File: src/rtl/ov5640_init_sequencer.sv
// OV5640 init sequencer: waits out camera power-up, then walks a {addr,data} table ROM
// and issues one SCCB write per entry, with delay entries, end marker, timeout and restart.
module ov5640_init_sequencer #(
    parameter int         POWER_WAIT_CYCLES = 2_000_000,
    parameter int         DELAY_UNIT_CYCLES = 100_000,
    parameter int         TIMEOUT_CYCLES    = 1_000_000,
    parameter int         ROM_AW            = 8,
    parameter logic [1:0] CAM_SEL           = 2'b00
) (
    input  logic              clk_sys,
    input  logic              reset,
    input  logic              restart,
    output logic [ROM_AW-1:0] rom_addr,
    input  logic [23:0]       rom_data,
    output logic              start_ov5640,
    output logic [15:0]       address_ov5640,
    output logic [7:0]        data_ov5640,
    input  logic              ready_ov5640,
    output logic [1:0]        select_initial_cam,
    output logic              config_busy,
    output logic              config_done,
    output logic              config_error,
    output logic [ROM_AW-1:0] err_index
);

    localparam int PW_W  = $clog2(POWER_WAIT_CYCLES + 1);
    localparam int TO_W  = $clog2(TIMEOUT_CYCLES + 1);
    localparam int DLY_W = 8 + $clog2(DELAY_UNIT_CYCLES + 1);

    localparam logic [15:0]       ADDR_END   = 16'hFFFF;
    localparam logic [15:0]       ADDR_DELAY = 16'hFFFE;
    localparam logic [ROM_AW-1:0] LAST_IDX   = {ROM_AW{1'b1}};
    localparam logic [PW_W-1:0]   PW_LAST    = PW_W'(POWER_WAIT_CYCLES - 1);
    localparam logic [TO_W-1:0]   TO_LAST    = TO_W'(TIMEOUT_CYCLES - 1);

    typedef enum logic [3:0] {
        S_POWER_WAIT,
        S_FETCH,
        S_DECODE,
        S_START,
        S_WAIT_ACK,
        S_WAIT_DONE,
        S_DELAY,
        S_NEXT,
        S_DONE,
        S_ERROR
    } state_t;

    state_t            r_state;
    logic [PW_W-1:0]   r_pw_cnt;
    logic [TO_W-1:0]   r_to_cnt;
    logic [DLY_W-1:0]  r_dly_cnt;
    logic [ROM_AW-1:0] r_rom_addr;
    logic              r_start;
    logic [15:0]       r_address;
    logic [7:0]        r_data;
    logic [1:0]        r_sel;
    logic              r_busy;
    logic              r_done;
    logic              r_error;
    logic [ROM_AW-1:0] r_err_index;

    logic [15:0]      w_entry_addr;
    logic [7:0]       w_entry_data;
    logic [DLY_W-1:0] w_delay_load;
    logic             w_to_expired;

    assign w_entry_addr = rom_data[23:8];
    assign w_entry_data = rom_data[7:0];
    // Widened before multiplying so a 255-unit delay cannot wrap.
    assign w_delay_load = DLY_W'(w_entry_data) * DLY_W'(DELAY_UNIT_CYCLES);
    assign w_to_expired = (r_to_cnt == TO_LAST);

    // NOTE: all state updates use non-blocking assignments so every register sees pre-edge values.
    always_ff @(posedge clk_sys or posedge reset) begin
        if (reset) begin
            r_state     <= S_POWER_WAIT;
            r_pw_cnt    <= '0;
            r_to_cnt    <= '0;
            r_dly_cnt   <= '0;
            r_rom_addr  <= '0;
            r_start     <= 1'b0;
            r_address   <= '0;
            r_data      <= '0;
            r_sel       <= CAM_SEL;
            r_busy      <= 1'b1;
            r_done      <= 1'b0;
            r_error     <= 1'b0;
            r_err_index <= '0;
        end else begin
            r_start <= 1'b0;
            case (r_state)
                S_POWER_WAIT: begin
                    if (r_pw_cnt == PW_LAST) begin
                        r_pw_cnt <= '0;
                        r_state  <= S_FETCH;
                    end else begin
                        r_pw_cnt <= r_pw_cnt + PW_W'(1);
                    end
                end

                S_FETCH: r_state <= S_DECODE;

                S_DECODE: begin
                    if (w_entry_addr == ADDR_END) begin
                        r_busy  <= 1'b0;
                        r_sel   <= 2'b11;
                        r_done  <= 1'b1;
                        r_state <= S_DONE;
                    end else if (w_entry_addr == ADDR_DELAY) begin
                        if (w_entry_data == 8'd0) begin
                            r_state <= S_NEXT;
                        end else begin
                            r_dly_cnt <= w_delay_load;
                            r_state   <= S_DELAY;
                        end
                    end else begin
                        r_address <= w_entry_addr;
                        r_data    <= w_entry_data;
                        r_to_cnt  <= '0;
                        r_state   <= S_START;
                    end
                end

                S_START: begin
                    if (ready_ov5640) begin
                        r_start  <= 1'b1;
                        r_to_cnt <= '0;
                        r_state  <= S_WAIT_ACK;
                    end else if (w_to_expired) begin
                        r_busy      <= 1'b0;
                        r_sel       <= 2'b11;
                        r_error     <= 1'b1;
                        r_err_index <= r_rom_addr;
                        r_state     <= S_ERROR;
                    end else begin
                        r_to_cnt <= r_to_cnt + TO_W'(1);
                    end
                end

                S_WAIT_ACK: begin
                    if (!ready_ov5640) begin
                        r_to_cnt <= '0;
                        r_state  <= S_WAIT_DONE;
                    end else if (w_to_expired) begin
                        r_busy      <= 1'b0;
                        r_sel       <= 2'b11;
                        r_error     <= 1'b1;
                        r_err_index <= r_rom_addr;
                        r_state     <= S_ERROR;
                    end else begin
                        r_to_cnt <= r_to_cnt + TO_W'(1);
                    end
                end

                S_WAIT_DONE: begin
                    if (ready_ov5640) begin
                        r_state <= S_NEXT;
                    end else if (w_to_expired) begin
                        r_busy      <= 1'b0;
                        r_sel       <= 2'b11;
                        r_error     <= 1'b1;
                        r_err_index <= r_rom_addr;
                        r_state     <= S_ERROR;
                    end else begin
                        r_to_cnt <= r_to_cnt + TO_W'(1);
                    end
                end

                S_DELAY: begin
                    if (r_dly_cnt == DLY_W'(1)) begin
                        r_dly_cnt <= '0;
                        r_state   <= S_NEXT;
                    end else begin
                        r_dly_cnt <= r_dly_cnt - DLY_W'(1);
                    end
                end

                // A full table ends here rather than wrapping back to entry 0.
                S_NEXT: begin
                    if (r_rom_addr == LAST_IDX) begin
                        r_busy  <= 1'b0;
                        r_sel   <= 2'b11;
                        r_done  <= 1'b1;
                        r_state <= S_DONE;
                    end else begin
                        r_rom_addr <= r_rom_addr + ROM_AW'(1);
                        r_state    <= S_FETCH;
                    end
                end

                S_DONE, S_ERROR: begin
                    if (restart) begin
                        r_rom_addr  <= '0;
                        r_pw_cnt    <= '0;
                        r_done      <= 1'b0;
                        r_error     <= 1'b0;
                        r_err_index <= '0;
                        r_busy      <= 1'b1;
                        r_sel       <= CAM_SEL;
                        r_state     <= S_POWER_WAIT;
                    end
                end

                default: r_state <= S_POWER_WAIT;
            endcase
        end
    end

    assign rom_addr           = r_rom_addr;
    assign start_ov5640       = r_start;
    assign address_ov5640     = r_address;
    assign data_ov5640        = r_data;
    assign select_initial_cam = r_sel;
    assign config_busy        = r_busy;
    assign config_done        = r_done;
    assign config_error       = r_error;
    assign err_index          = r_err_index;

endmodule

File: config.mk
export PLATFORM = sky130hd
export DESIGN_NAME = ov5640_init_sequencer
export DESIGN_NICKNAME = d
export VERILOG_FILES = /design/src/rtl/ov5640_init_sequencer.sv
export SDC_FILE = /design/constraint.sdc
export NUM_CORES = 1
export LEC_CHECK = 0
export CAP_MARGIN = 40
export CELL_PAD_IN_SITES_DETAIL_PLACEMENT = 1
export CELL_PAD_IN_SITES_GLOBAL_PLACEMENT = 2
export CORE_ASPECT_RATIO = 0.8
export CORE_MARGIN = 1.5
export CORE_UTILIZATION = 36
export CTS_CLUSTER_SIZE = 25
export DETAILED_ROUTE_END_ITERATION = 12
export GPL_TIMING_DRIVEN = 0
export HOLD_SLACK_MARGIN = 0.06
export PLACE_DENSITY_LB_ADDON = 0.1
export SETUP_SLACK_MARGIN = 0.1
export SLEW_MARGIN = 25
export SYNTH_ARGS = -nofsm -noshare
export SYNTH_HDL_FRONTEND = slang
export SYNTH_SLANG_ARGS = --single-unit
File: constraint.sdc
create_clock -name clk_sys -period 5 [get_ports clk_sys]
set_clock_uncertainty 0.2 [all_clocks]
set_input_delay 1.5 -clock clk_sys [delete_from_list [all_inputs] [get_ports clk_sys]]
set_output_delay 1.5 -clock clk_sys [all_outputs]
set_load 0.02 [all_outputs]
==> results.cfg <==
[critical_path]
critPathMaxFanout = 6
worst-path-buf-inv = 1
arrival_ps = 4920
path_cells = clkdlybuf4s15_2 -> ha_2 -> fa_1 -> fa_1 -> ha_4 -> ha_4 -> a21o_1 -> a31o_2 -> o2111a_1 -> o22ai_4 -> mux2i_4 -> o211ai_1
crit_required_ps = 5070
cp_slowest_cell = fa_1
r2r_cells = 8
r2r-start = r_state[2]
cp-startpoint = rom_data[5]
slowest_delay_ps = 570
cp-end-kind = flip-flop
start_kind = primary input
cp_top_family = adder cells
cp.depth = 12
path_class = primary input to flip-flop

[clocking]
clockRootBuffer = clkbuf_16
cts_tree = done
path_clk_slew_ps = 60
holdBufCountCts = 0
cts.path.max_buffers = 2
htreeDepth = 4
numCtsBuffers = 17
cts.sinks = 115
clock_latency_ps = 420
post-cts-setup-buffer-count = 0

[power_and_ir_drop]
leakage_nw = 3.95
ir_drop_mv = 0.261
p_total_mw = 4.89
p_per_area_mw_per_mm2 = 514

[grt]
grt_pass1_vias = 7189
grt_remaining_overflow = 0
grt_max_degree = 64
grt_use_total_pct = 21.9
grt_pass1_wl_um = 37700
antenna_found_initial = 1

[final_layout]
filler_cell_count = 2318
area_growth_pct = 25.7
drive_gt1_share_pct = 12.4
final_nets = 1022
layout_common_cells = dfrtp_1 (114), nor2_1 (79), nand2_1 (70)
final_common_cell = dfrtp_1

[routing]
drt_iter0_drc = 428
wire_per_inst_um = 19.0
drc = 0
first_pass_iters = 4
dr_total_vias = 6675
routed_wl_um = 22900
via_per_inst = 5.54
postRouteAntennaNets = 0

[sta]
finalHoldViolations = 0
worst_slack_ps = 146
finalCritPeriodShare_pct = 97.1
tightest_slew_ps = 847
fmax_ghz = 0.206
slew_headroom_pct = 43.5
final.setup.tns_ps = 0
min_period_ps = 4850
finalSetupViolCount = 0
slew_violations = 0
rsz0062_at_grt = false

[synth]
synth_flop_cell = dfrtp_1
synth_cell_type_count = 64
synthArstFlopShare_pct = 100
synth_seq_cells = 115
synthTopCellsByArea = dfrtp_1 (38%), ha_1 (10%), nor2_1 (3.9%)
synth_top_cell_area_share_pct = 37.7
syn-cell-area_sq_mm = 0.00757
synth_fp_nets = 927
synth_area_leader_cell = dfrtp_1
synth_edf_count = 0
yosysSeqAreaShare_pct = 38.0
syn_avg_cell_area_sq_um = 9.16
yosysWarnings = 0
synthesis.instances = 826

[placement]
place_congestion = 0.868
dp_hpwl_um = 16800
pre_cts_slack_ps = -1150
numPortBuffers = 72

[floorplanning]
die-width_um = 165
core.rowCount = 47
start_util_pct = 36.7
ios = 74
die_y_um = 133
core_area_sq_mm = 0.0206
dieArea_sq_mm = 0.0219

[run]
cap_violations = 0

[run_status]
status = complete, no violations

[worst_hold_path]
hold_class = flip-flop to flip-flop
min_from = config_error
whs_path_depth = 2
-- layer usage --
metal | wire (um) | part of all wire, % | GRT usage, % | vias to the layer above
li1 | - | - | - | 3182
met1 | 11400 | 50 | 30.7 | 3370
met2 | 10300 | 45 | 33.4 | 100
met3 | 986 | 4.3 | 5.52 | 23
met4 | 248 | 1.1 | 5.71 | 0
met5 | 0 | 0 | 0 | -
-- kinds of logic (layout without fill, tap and decap cells) --
logic type                 after synthesis  in the layout  share of synthesized area [%]
other                                    0              1                              0
buffers and inverters                   65            173                           3.54
and+or+nand+nor                        330            330                           22.1
AOI/OAI and AO/OA                      174            174                           14.2
xor gates and xnor gates                41             41                           4.75
muxes                                   28             28                           4.10
adders and majority gates               73             73                           13.3
DFF                                    115            115                           38.0
-- worst reg2reg max path, cell delays in order (launching register included) --
cell      delay [ps]
dfrtp_1          460
nand2b_1         260
a21boi_0         160
a211oi_1         310
clkbuf_1         450
inv_1            170
a21oi_1          400
clkbuf_1         450
nor2_1           130
-- through the flow --
stage          hold WS [ps]  util (%)  std cells  area [sq um]
4_1_cts                 295      45.9       1201          9460
6_report                285      46.1       1204          9510
3_3_place_gp            262      41.8       1167          8630
2_1_floorplan           245         -        826          7570
5_1_grt                 311      46.1       1203          9510
3_5_place_dp            279      42.0       1169          8670
-- path summary, 6_finish.rpt --
path	endpoint	slack (ps)
max	r_dly_cnt[22]	150
min	config_error	290
max reg2reg	r_to_cnt[2]	1870
min reg2reg	config_error	290
max in group asynchronous	r_dly_cnt[1]	2620
min in group asynchronous	r_to_cnt[0]	1310
-- cells in the mapped netlist, drive strengths merged (5+ instances only) --
cell type,instances
dfrtp,114
nor2,79
o21ai,73
nand2,70
ha,61
nand3,45
a21oi,39
inv,35
nor3,29
clkbuf,24
mux2,24
xor2,24
nand4,20
xnor2,17
nand2b,14
fa,12
nor4,12
or3,11
nor2b,10
o31ai,9
or4,8
and3,7
and2,6
buf,6
o211ai,6
or2,6
a211oi,5
o41ai,5
-- repair_timing --
| item | in CTS | in global routing |
|---|---|---|
| pin swaps | 8 | 7 |
| resized for setup | 49 | 18 |
| endpoints found under the setup margin | 12 | 7 |
-- layout make-up --
class | instances | area, sq um | area share [%]
multi-input combinational | 646 | 4610 | 48.4
clock buffer | 19 | 443 | 4.66
clock inverter | 13 | 206 | 2.17
tap | 269 | 337 | 3.54
inverter | 35 | 139 | 1.46
buffer | 30 | 146 | 1.54
sequential | 115 | 2880 | 30.3
timing repair buffer | 76 | 752 | 7.91
antenna | 1 | 2.50 | 0.0263
-- where the power goes --
group	leakage, nW	total, mW	switching (mW)	internal [mW]
logic	2.15	2.10	1.20	0.893
clock network	0.313	1.38	0.478	0.898
registers	1.49	1.42	0.238	1.18
-- registers in the layout, indices dropped and copies added (netlist names) --
signal / count
address_ov5640: 16
config_busy: 1
config_done: 1
config_error: 1
data_ov5640: 8
err_index: 8
r_dly_cnt: 25
r_pw_cnt: 21
r_state: 4
r_to_cnt: 20
rom_addr: 8
select_initial_cam: 1
start_ov5640: 1
(Power assumes the default switching activity.)
